File: config.mk
export PLATFORM = sky130hd
export DESIGN_NAME = lsu_bridge
export DESIGN_NICKNAME = d
export VERILOG_FILES = /design/src/rtl/rv32_pkg.sv /design/src/rtl/lsu_align.sv /design/src/rtl/lsu_bridge.sv
export SDC_FILE = /design/constraint.sdc
export NUM_CORES = 1
export LEC_CHECK = 0
export CAP_MARGIN = 10
export CORE_MARGIN = 2
export CORE_UTILIZATION = 35
export CTS_BUF_LIST = sky130_fd_sc_hd__clkbuf_16
export DETAILED_ROUTE_END_ITERATION = 10
export PLACE_DENSITY = 0.75
export SYNTH_ARGS = -nofsm -noshare
export SYNTH_HDL_FRONTEND = slang
export SYNTH_SLANG_ARGS = --single-unit
File: constraint.sdc
create_clock -name clk -period 2.8 [get_ports clk]
set_clock_uncertainty 0.15 [all_clocks]
set_input_delay 0.42 -clock clk [delete_from_list [all_inputs] [get_ports clk]]
set_output_delay 0.42 -clock clk [all_outputs]
set_load 0.1 [all_outputs]
File: src/rtl/rv32_pkg.sv
// Shared RV32 load/store definitions: funct3 width codes, bridge states, lane helpers.
package rv32_pkg;

    localparam logic [2:0] F3_B  = 3'b000;
    localparam logic [2:0] F3_H  = 3'b001;
    localparam logic [2:0] F3_W  = 3'b010;
    localparam logic [2:0] F3_BU = 3'b100;
    localparam logic [2:0] F3_HU = 3'b101;

    typedef enum logic [1:0] {
        S_IDLE  = 2'd0,
        S_ISSUE = 2'd1,
        S_RESP  = 2'd2
    } lsu_state_t;

    // Byte offset of the addressed item within the word.
    typedef logic [1:0] lane_t;

    // Halfword/word offsets have their low bits forced to zero.
    function automatic lane_t lane_sel(input logic [2:0] f3, input logic [1:0] a);
        case (f3)
            F3_B, F3_BU: lane_sel = a;
            F3_H, F3_HU: lane_sel = {a[1], 1'b0};
            default:     lane_sel = 2'b00;
        endcase
    endfunction

    function automatic logic f3_legal(input logic wr, input logic [2:0] f3);
        if (wr) f3_legal = (f3 == F3_B) || (f3 == F3_H) || (f3 == F3_W);
        else    f3_legal = (f3 == F3_B) || (f3 == F3_H) || (f3 == F3_W) ||
                           (f3 == F3_BU) || (f3 == F3_HU);
    endfunction

    function automatic logic misaligned(input logic [2:0] f3, input logic [1:0] a);
        case (f3)
            F3_H, F3_HU: misaligned = a[0];
            F3_W:        misaligned = (a != 2'b00);
            default:     misaligned = 1'b0;
        endcase
    endfunction

endpackage

File: src/rtl/lsu_align.sv
// Combinational byte-lane steering: byte enables and store replication, plus
// load extraction with sign/zero extension.
module lsu_align
    import rv32_pkg::*;
(
    input  logic [2:0]  funct3_i,
    input  logic [1:0]  addr_i,
    input  logic [31:0] wdata_i,
    input  logic [31:0] rdata_i,
    output logic [3:0]  be_o,
    output logic [31:0] wdata_o,
    output logic [31:0] ld_data_o
);

    lane_t       lane;
    logic [31:0] sh;

    assign lane = lane_sel(funct3_i, addr_i);
    assign sh   = rdata_i >> {lane, 3'b000};

    always_comb begin
        be_o      = 4'b0000;
        wdata_o   = wdata_i;
        ld_data_o = 32'h0;
        case (funct3_i)
            F3_B, F3_BU: begin
                be_o    = 4'b0001 << lane;
                wdata_o = {4{wdata_i[7:0]}};
            end
            F3_H, F3_HU: begin
                be_o    = 4'b0011 << lane;
                wdata_o = {2{wdata_i[15:0]}};
            end
            F3_W:    be_o = 4'b1111;
            default: be_o = 4'b0000;
        endcase
        case (funct3_i)
            F3_B:    ld_data_o = {{24{sh[7]}}, sh[7:0]};
            F3_BU:   ld_data_o = {24'h0, sh[7:0]};
            F3_H:    ld_data_o = {{16{sh[15]}}, sh[15:0]};
            F3_HU:   ld_data_o = {16'h0, sh[15:0]};
            F3_W:    ld_data_o = rdata_i;
            default: ld_data_o = 32'h0;
        endcase
    end

endmodule

File: src/rtl/lsu_bridge.sv
// Single-outstanding load/store bridge to a word memory with variable-latency ack.
// Optional LSU_MISALIGN_TRAP_EN turns misaligned H/W accesses into error responses.
module lsu_bridge
    import rv32_pkg::*;
#(
    parameter int unsigned TIMEOUT = 15
) (
    input  logic        clk,
    input  logic        rst,
    input  logic        req_valid,
    output logic        req_ready,
    input  logic        req_write,
    input  logic [2:0]  req_funct3,
    input  logic [31:0] req_addr,
    input  logic [31:0] req_wdata,
    output logic        rsp_valid,
    output logic [31:0] rsp_rdata,
    output logic        rsp_err,
    output logic        mem_req,
    output logic        mem_we,
    output logic [31:0] mem_addr,
    output logic [3:0]  mem_be,
    output logic [31:0] mem_wdata,
    input  logic        mem_ack,
    input  logic [31:0] mem_rdata
);

    localparam logic [7:0] TO_LAST = 8'(TIMEOUT - 1);

    lsu_state_t  state_q, state_d;
    logic [7:0]  cnt_q, cnt_d;
    logic [2:0]  f3_q;
    lane_t       lo_q;
    logic        we_q;
    logic [31:0] addr_q, wdata_q, rdata_q;
    logic [3:0]  be_q;
    logic        err_q;

    logic        accept, acc_err, timed_out;
    logic [2:0]  al_f3;
    logic [1:0]  al_addr;
    logic [3:0]  al_be;
    logic [31:0] al_wdata, al_ld;

    assign accept    = (state_q == S_IDLE) && req_valid;
    assign timed_out = (cnt_q == TO_LAST);

`ifdef LSU_MISALIGN_TRAP_EN
    assign acc_err = !f3_legal(req_write, req_funct3) || misaligned(req_funct3, req_addr[1:0]);
`else
    assign acc_err = !f3_legal(req_write, req_funct3);
`endif

    // One aligner serves the store path in IDLE and the load path from latched fields.
    assign al_f3   = (state_q == S_IDLE) ? req_funct3 : f3_q;
    assign al_addr = (state_q == S_IDLE) ? req_addr[1:0] : lo_q;

    lsu_align u_align (
        .funct3_i  (al_f3),
        .addr_i    (al_addr),
        .wdata_i   (req_wdata),
        .rdata_i   (mem_rdata),
        .be_o      (al_be),
        .wdata_o   (al_wdata),
        .ld_data_o (al_ld)
    );

    always_ff @(posedge clk) begin
        if (rst) begin
            state_q <= S_IDLE;
            cnt_q   <= 8'h0;
        end else begin
            state_q <= state_d;
            cnt_q   <= cnt_d;
        end
    end

    always_comb begin
        state_d   = state_q;
        cnt_d     = cnt_q;
        req_ready = 1'b0;
        mem_req   = 1'b0;
        rsp_valid = 1'b0;
        case (state_q)
            S_IDLE: begin
                req_ready = 1'b1;
                cnt_d     = 8'h0;
                if (req_valid) state_d = acc_err ? S_RESP : S_ISSUE;
            end
            S_ISSUE: begin
                mem_req = 1'b1;
                cnt_d   = cnt_q + 8'h1;
                if (mem_ack || timed_out) state_d = S_RESP;
            end
            S_RESP: begin
                rsp_valid = 1'b1;
                state_d   = S_IDLE;
            end
            default: state_d = S_IDLE;
        endcase
    end

    always_ff @(posedge clk) begin
        if (rst) begin
            f3_q    <= 3'b000;
            lo_q    <= 2'b00;
            we_q    <= 1'b0;
            addr_q  <= 32'h0;
            be_q    <= 4'h0;
            wdata_q <= 32'h0;
            rdata_q <= 32'h0;
            err_q   <= 1'b0;
        end else if (accept) begin
            f3_q    <= req_funct3;
            lo_q    <= req_addr[1:0];
            we_q    <= req_write;
            addr_q  <= {req_addr[31:2], 2'b00};
            be_q    <= al_be;
            wdata_q <= al_wdata;
            if (acc_err) begin
                err_q   <= 1'b1;
                rdata_q <= 32'h0;
            end
        end else if (state_q == S_ISSUE) begin
            // Ack takes priority over a timeout landing in the same cycle.
            if (mem_ack) begin
                err_q   <= 1'b0;
                rdata_q <= we_q ? 32'h0 : al_ld;
            end else if (timed_out) begin
                err_q   <= 1'b1;
                rdata_q <= 32'h0;
            end
        end
    end

    assign mem_we    = we_q;
    assign mem_addr  = addr_q;
    assign mem_be    = be_q;
    assign mem_wdata = wdata_q;
    assign rsp_rdata = rdata_q;
    assign rsp_err   = err_q;

endmodule

==> flow_metrics.env, run 1 <==
export IMPL_syn_area_per_cell_um2=8.386
export IMPL_worstHoldStart="rst"
export IMPL_cp_required_ps=2940
export IMPL_post_route_min_period_ps=2599
export IMPL_fillers=1396
export IMPL_p_leak_nw=3.103
export IMPL_track_usage=0.2094
export IMPL_power_mw=5.723
export IMPL_ant_nets=0
export IMPL_grt_max_degree=69
export IMPL_worst_pin_slew_ps=750.6
export IMPL_synth_async_reset_ratio=0
export IMPL_wl_um=16800
export IMPL_end_kind="flip-flop"
export IMPL_port_buffer_count=206
export IMPL_synth_cell_area_um2=5124
export IMPL_rows=44
export IMPL_drc=0
export IMPL_post_cts_buffers=0
export IMPL_path_cells="or2_4, clkinv_4, mux2i_2, or2_0, buf_4, mux2_2, a222oi_1, o2bb2ai_1"
export IMPL_synth_edff_count=0
export IMPL_drv_cap=0
export IMPL_ys_seq_elements=115
export IMPL_dp_hpwl_um=11800
export IMPL_cts_tree="built"
export IMPL_synth_largest_area_cell="dfxtp_1"
export IMPL_syn_inst=611
export IMPL_worstSkewPairLatency_ps=410
export IMPL_hold_viol_final=0
export IMPL_coreArea_um2=14420
export IMPL_synth_area_leaders="dfxtp_1, nand2_1, a21oi_1, a211oi_1, nor2_1"
export IMPL_synth_cell_type_count=57
export IMPL_cp_data_arrival_time_ps=2740
export IMPL_finalCritPeriodShare=0.9283
export IMPL_dieHeight_um=125.0
export IMPL_grt_pass1_wl_um=26390
export IMPL_ys_seq_area_frac=0.4493
export IMPL_final_common_cell="buf_4"
export IMPL_syn_to_final_growth_pct=52.72
export IMPL_hold_buffers=0
export IMPL_slew_headroom=0.4996
export IMPL_nets=922
export IMPL_hp_class="primary input to flip-flop"
export IMPL_tns_ps=0
export IMPL_regToRegStartpoint="state_q[1]$_SDFFE_PP0P_"
export IMPL_slew_violations=0
export IMPL_rsz0062_at_grt="no"
export IMPL_critPathSlowestCell="dfxtp_1"
export IMPL_first_pass_iters=4
export IMPL_yosysWarnings=0
export IMPL_ir_drop_v=0.0004396
export IMPL_num_io_pins=209
export IMPL_clockBufferDepth=2
export IMPL_startpoint_type="flip-flop"
export IMPL_die_area_um2=15620
export IMPL_gp_congestion=0.8563
export IMPL_r2r_setup_slack_ps=200
export IMPL_critPathKind="flip-flop to flip-flop"
export IMPL_outcome="finished clean"
export IMPL_antenna_found_initial=0
export IMPL_cts_htree_levels=4
export IMPL_slowest_delay_ps=380
export IMPL_yosysTopAreaCellShare=0.4493
export IMPL_drive_gt1_frac=0.2183
export IMPL_initial_utilization=0.3552
export IMPL_cts_root_buffer_cell="clkbuf_16"
export IMPL_powerDensity_nw_per_um2=731.4
export IMPL_antenna_cells=0
export IMPL_vias_per_cell=5.268
export IMPL_clk_pin_slew_ps=50
export IMPL_grt_overflow=0
export IMPL_fp_dieW_um=125.0
export IMPL_worstSetupStartpoint="state_q[1]$_SDFFE_PP0P_"
export IMPL_timing_fmax_mhz=384.7
export IMPL_grt_pass1_vias=4978
export IMPL_cts_buffers=17
export IMPL_setup_violations=0
export IMPL_wl_per_cell_um=16.58
export IMPL_cts_resized=0
export IMPL_synth_main_ff_cell="dfxtp_1"
export IMPL_cts_sinks=115
export IMPL_crit_fanout=14
export IMPL_layout_common_cells="buf_4, dfxtp_1, nand2_1"
export IMPL_dr_first_iter_drc_count=444
export IMPL_num_vias=5336
[layer usage]
layer | wire (um) | track usage
met1 | 7619 | 0.2834
met2 | 7624 | 0.3194
met3 | 1133 | 0.05178
met4 | 419 | 0.08824
met5 | 0 | 0
[final cells by class]
class                           instances  area, um^2  share of cell area
Sequential cell                       115        2302              0.2942
Multi-Input combinational cell        443        2581              0.3299
Clock inverter                         15       196.4             0.02510
Clock buffer                           17       425.4             0.05437
Timing Repair Buffer                  235        2069              0.2645
Inverter                                4       20.02            0.002558
Tap cell                              184       230.2             0.02942
[synthesized netlist by cell type (all sizes together) (4+ instances only)]
cell type  count
dfxtp        115
nand2        113
a21oi         81
nor2          50
a211oi        38
clkbuf        37
a22oi         18
o21ai         15
o2bb2ai       14
buf           13
nor3          13
a221oi        10
nor2b         10
a311oi         8
mux2           8
a222oi         5
a21boi         4
mux2i          4
nand2b         4
nor4           4
or2            4
[worst paths after layout]
kind | endpoint | cells past startpoint
max | rsp_rdata[0]$_SDFFE_PP0P_ | 8
min | cnt_q[4]$_SDFFE_PP0P_ | 2
max reg2reg | rsp_rdata[0]$_SDFFE_PP0P_ | 8
min reg2reg | mem_addr[7]$_SDFFE_PP0P_ | 2
[where the power goes]
| part | total, mW | internal [mW] | switching (mW) | leakage, nW |
|---|---|---|---|---|
| Sequential | 1.79 | 1.74 | 0.0564 | 0.941 |
| Combinational | 1.62 | 0.483 | 1.14 | 1.85 |
| Clock | 2.31 | 1.55 | 0.760 | 0.313 |
| Total | 5.72 | 3.77 | 1.95 | 3.10 |
[stage by stage]
stage / instances / hold WS, ps / setup slack [ps] / util / instance area (um^2)
after global routing: 1013 / 252.1 / 44.80 / 0.5425 / 7825
after floorplan: 612 / 297.2 / 178.0 / - / 5127
after CTS: 1013 / 235.3 / 220.3 / 0.5425 / 7825
after detailed placement: 981 / 296.6 / -171.0 / 0.4994 / 7203
after global placement: 981 / 292.0 / -145.0 / 0.4994 / 7203
final: 1013 / 253.8 / 200.8 / 0.5425 / 7825
[kinds of logic (layout without fill, tap and decap cells)]
kind of cell / Yosys count / in the layout / share of synthesized area
buffers and inverters: 54 / 271 / 0.04908
and+or+nand+nor: 218 / 218 / 0.1885
other: 1 / 2 / 0.0007319
xor gates and xnor gates: 5 / 5 / 0.008549
adders and majority gates: 2 / 2 / 0.004883
DFF: 115 / 115 / 0.4493
muxes: 13 / 13 / 0.03199
AOI/OAI and AO/OA: 203 / 203 / 0.2669
[state kept, by name, summed over array words and instances (netlist names)]
register,cells
cnt_q,8
f3_q,3
lo_q,2
mem_addr,30
mem_be,4
mem_wdata,32
mem_we,1
rsp_err,1
rsp_rdata,32
state_q,2
[worst max-delay path: cells and delay by family (launching register included)]
kind                   cells  cell delay (ps)
buffers and inverters      2              370
and+or+nand+nor            2              550
DFF                        1              380
AOI/OAI and AO/OA          2              420
muxes                      2              610
Note: power is estimated with default switching activity, not from simulation.
==> run 2: changes to the inputs <==
--- a/config.mk
+++ b/config.mk
@@ -5,7 +5,7 @@
 export SDC_FILE = /design/constraint.sdc
 export NUM_CORES = 1
 export LEC_CHECK = 0
-export CAP_MARGIN = 10
+export CAP_MARGIN = 30
 export CORE_MARGIN = 2
 export CORE_UTILIZATION = 35
 export CTS_BUF_LIST = sky130_fd_sc_hd__clkbuf_16
==> results of run 2 <==
No change in the layout: final DEF, timing and power equal those of run 1.
==> run 3: changes to the inputs <==
--- a/config.mk
+++ b/config.mk
@@ -7,10 +7,10 @@
 export LEC_CHECK = 0
 export CAP_MARGIN = 30
 export CORE_MARGIN = 2
-export CORE_UTILIZATION = 35
+export CORE_UTILIZATION = 43
 export CTS_BUF_LIST = sky130_fd_sc_hd__clkbuf_16
 export DETAILED_ROUTE_END_ITERATION = 10
-export PLACE_DENSITY = 0.75
+export PLACE_DENSITY = 0.88
 export SYNTH_ARGS = -nofsm -noshare
 export SYNTH_HDL_FRONTEND = slang
 export SYNTH_SLANG_ARGS = --single-unit
==> run 3 against run 2 <==
The run now ends with design-rule violations left. Routed wire length rose by 5.6%. Critical path depth did not move. Sequential cell count did not move. Power fell by 6.0%. Maximum frequency fell by 2.7%. Clock power fell by 16%. Die area fell by 18%. Hold slack improved by 51 ps. Sequential power barely moved.
==> flow_metrics.env, run 3 (synthesis gave the netlist of run 1 again) <==
export IMPL_outcome="finished with violations"
export IMPL_violations="design-rule violations"
export IMPL_r2r_setup_slack_ps=130
export IMPL_p_leak_nw=3.050
export IMPL_crit_fanout=14
export IMPL_post_cts_buffers=0
export IMPL_cts_sinks=115
export IMPL_fp_dieW_um=113.2
export IMPL_rows=39
export IMPL_grt_overflow=0
export IMPL_hold_depth=2
export IMPL_dp_cells=940
export IMPL_antenna_found_initial=1
export IMPL_drive_gt1_frac=0.2140
export IMPL_clk_pin_slew_ps=50
export IMPL_stdcell_count=970
export IMPL_nets=922
export IMPL_setup_violations=0
export IMPL_post_route_min_period_ps=2673
export IMPL_vias_per_cell=5.769
export IMPL_cp_data_arrival_time_ps=2810
export IMPL_worstSkewPairLatency_ps=410
export IMPL_drv_cap=0
export IMPL_dr_first_iter_drc_count=589
export IMPL_slew_violations=0
export IMPL_powerDensity_nw_per_um2=701.9
export IMPL_design_area_um2=7665
export IMPL_first_pass_iters=8
export IMPL_drc=9
export IMPL_hold_viol_final=0
export IMPL_wl_um=17730
export IMPL_gp_congestion=0.9014
export IMPL_rr_worst_depth=8
export IMPL_cts_htree_levels=4
export IMPL_dp_hpwl_um=12800
export IMPL_num_vias=5596
export IMPL_end_kind="flip-flop"
export IMPL_cts_tree="built"
export IMPL_grt_pass1_vias=5501
export IMPL_dpl_instance_area_um2=7139
export IMPL_dieHeight_um=113.2
export IMPL_timing_fmax_mhz=374.2
export IMPL_wl_per_cell_um=18.28
export IMPL_port_buffer_count=206
export IMPL_track_usage=0.2750
export IMPL_worst_pin_slew_ps=645.0
export IMPL_cts_buffers=17
export IMPL_layout_common_cells="buf_4, dfxtp_1, nand2_1"
export IMPL_critPathKind="flip-flop to flip-flop"
export IMPL_final_common_cell="buf_4"
export IMPL_antenna_cells=0
export IMPL_clockBufferDepth=2
export IMPL_cp_required_ps=2940
export IMPL_ant_nets=0
export IMPL_ir_drop_v=0.0004269
export IMPL_whs_ps=304.8
export IMPL_grt_pass1_wl_um=27930
export IMPL_rsz0062_at_grt="no"
export IMPL_fillers=949
export IMPL_slew_headroom=0.5700
export IMPL_coreArea_um2=11520
export IMPL_power_mw=5.380
export IMPL_num_io_pins=209
export IMPL_initial_utilization=0.4449
export IMPL_grt_max_degree=60
export IMPL_startpoint_type="flip-flop"
export IMPL_hp_class="flip-flop to flip-flop"
export IMPL_finalCritPeriodShare=0.9545
export IMPL_syn_to_final_growth_pct=49.60
export IMPL_cts_root_buffer_cell="clkbuf_16"
export IMPL_die_area_um2=12810
==> run 3: final timing paths <==
path,startpoint,end
max reg2reg,state_q[1]$_SDFFE_PP0P_,rsp_rdata[3]$_SDFFE_PP0P_
min reg2reg,mem_addr[29]$_SDFFE_PP0P_,mem_addr[29]$_SDFFE_PP0P_
max,state_q[1]$_SDFFE_PP0P_,rsp_rdata[3]$_SDFFE_PP0P_
min,mem_addr[29]$_SDFFE_PP0P_,mem_addr[29]$_SDFFE_PP0P_
==> run 3: report_power, final <==
| part | internal [mW] | total, mW | switching, mW | leakage [nW] |
|---|---|---|---|---|
| registers | 1.74 | 1.80 | 0.0605 | 0.941 |
| clock network | 1.26 | 1.95 | 0.695 | 0.271 |
| logic | 0.478 | 1.63 | 1.15 | 1.84 |
==> run 3: cell type report <==
| cell class | count | area, um^2 | area share |
|---|---|---|---|
| Tap cell | 143 | 178.9 | 0.02334 |
| Clock inverter | 13 | 103.9 | 0.01355 |
| Inverter | 4 | 20.02 | 0.002612 |
| Clock buffer | 17 | 425.4 | 0.05550 |
| Timing Repair Buffer | 235 | 2057 | 0.2684 |
| Multi-Input combinational cell | 443 | 2577 | 0.3363 |
| Sequential cell | 115 | 2302 | 0.3004 |
==> run 3: per-layer routing <==
| metal | part of all wire | GRT usage | wire length, um |
|---|---|---|---|
| met4 | 0.031 | 0.1236 | 542 |
| met2 | 0.50 | 0.4675 | 8923 |
| met3 | 0.074 | 0.06802 | 1321 |
| met1 | 0.39 | 0.3288 | 6947 |
| met5 | 0 | 0 | 0 |
==> run 3: critical path, cell delays in order, from the launching register on <==
cell	delay, ps
dfxtp_1	370
or2_4	310
clkinv_4	130
mux2i_2	350
or2_1	240
buf_4	190
mux2_2	350
a222oi_1	310
o2bb2ai_1	120
==> run 3: what timing repair did <==
action                                  4_1_cts  5_1_grt
gates resized for setup                       0        2
hold buffers                                  0        0
endpoints found under the setup margin        0        9
hold endpoints to repair                      0        0
==> run 3: metrics by stage <==
| stage | util | TNS, ps | setup WS, ps |
|---|---|---|---|
| 2_1_floorplan | - | 0 | 178.0 |
| 3_3_place_gp | 0.6199 | -1162 | -120.4 |
| 3_5_place_dp | 0.6199 | -2432 | -143.1 |
| 4_1_cts | 0.6659 | 0 | 65.59 |
| 5_1_grt | 0.6656 | 0 | 12.46 |
| 6_report | 0.6656 | 0 | 127.4 |
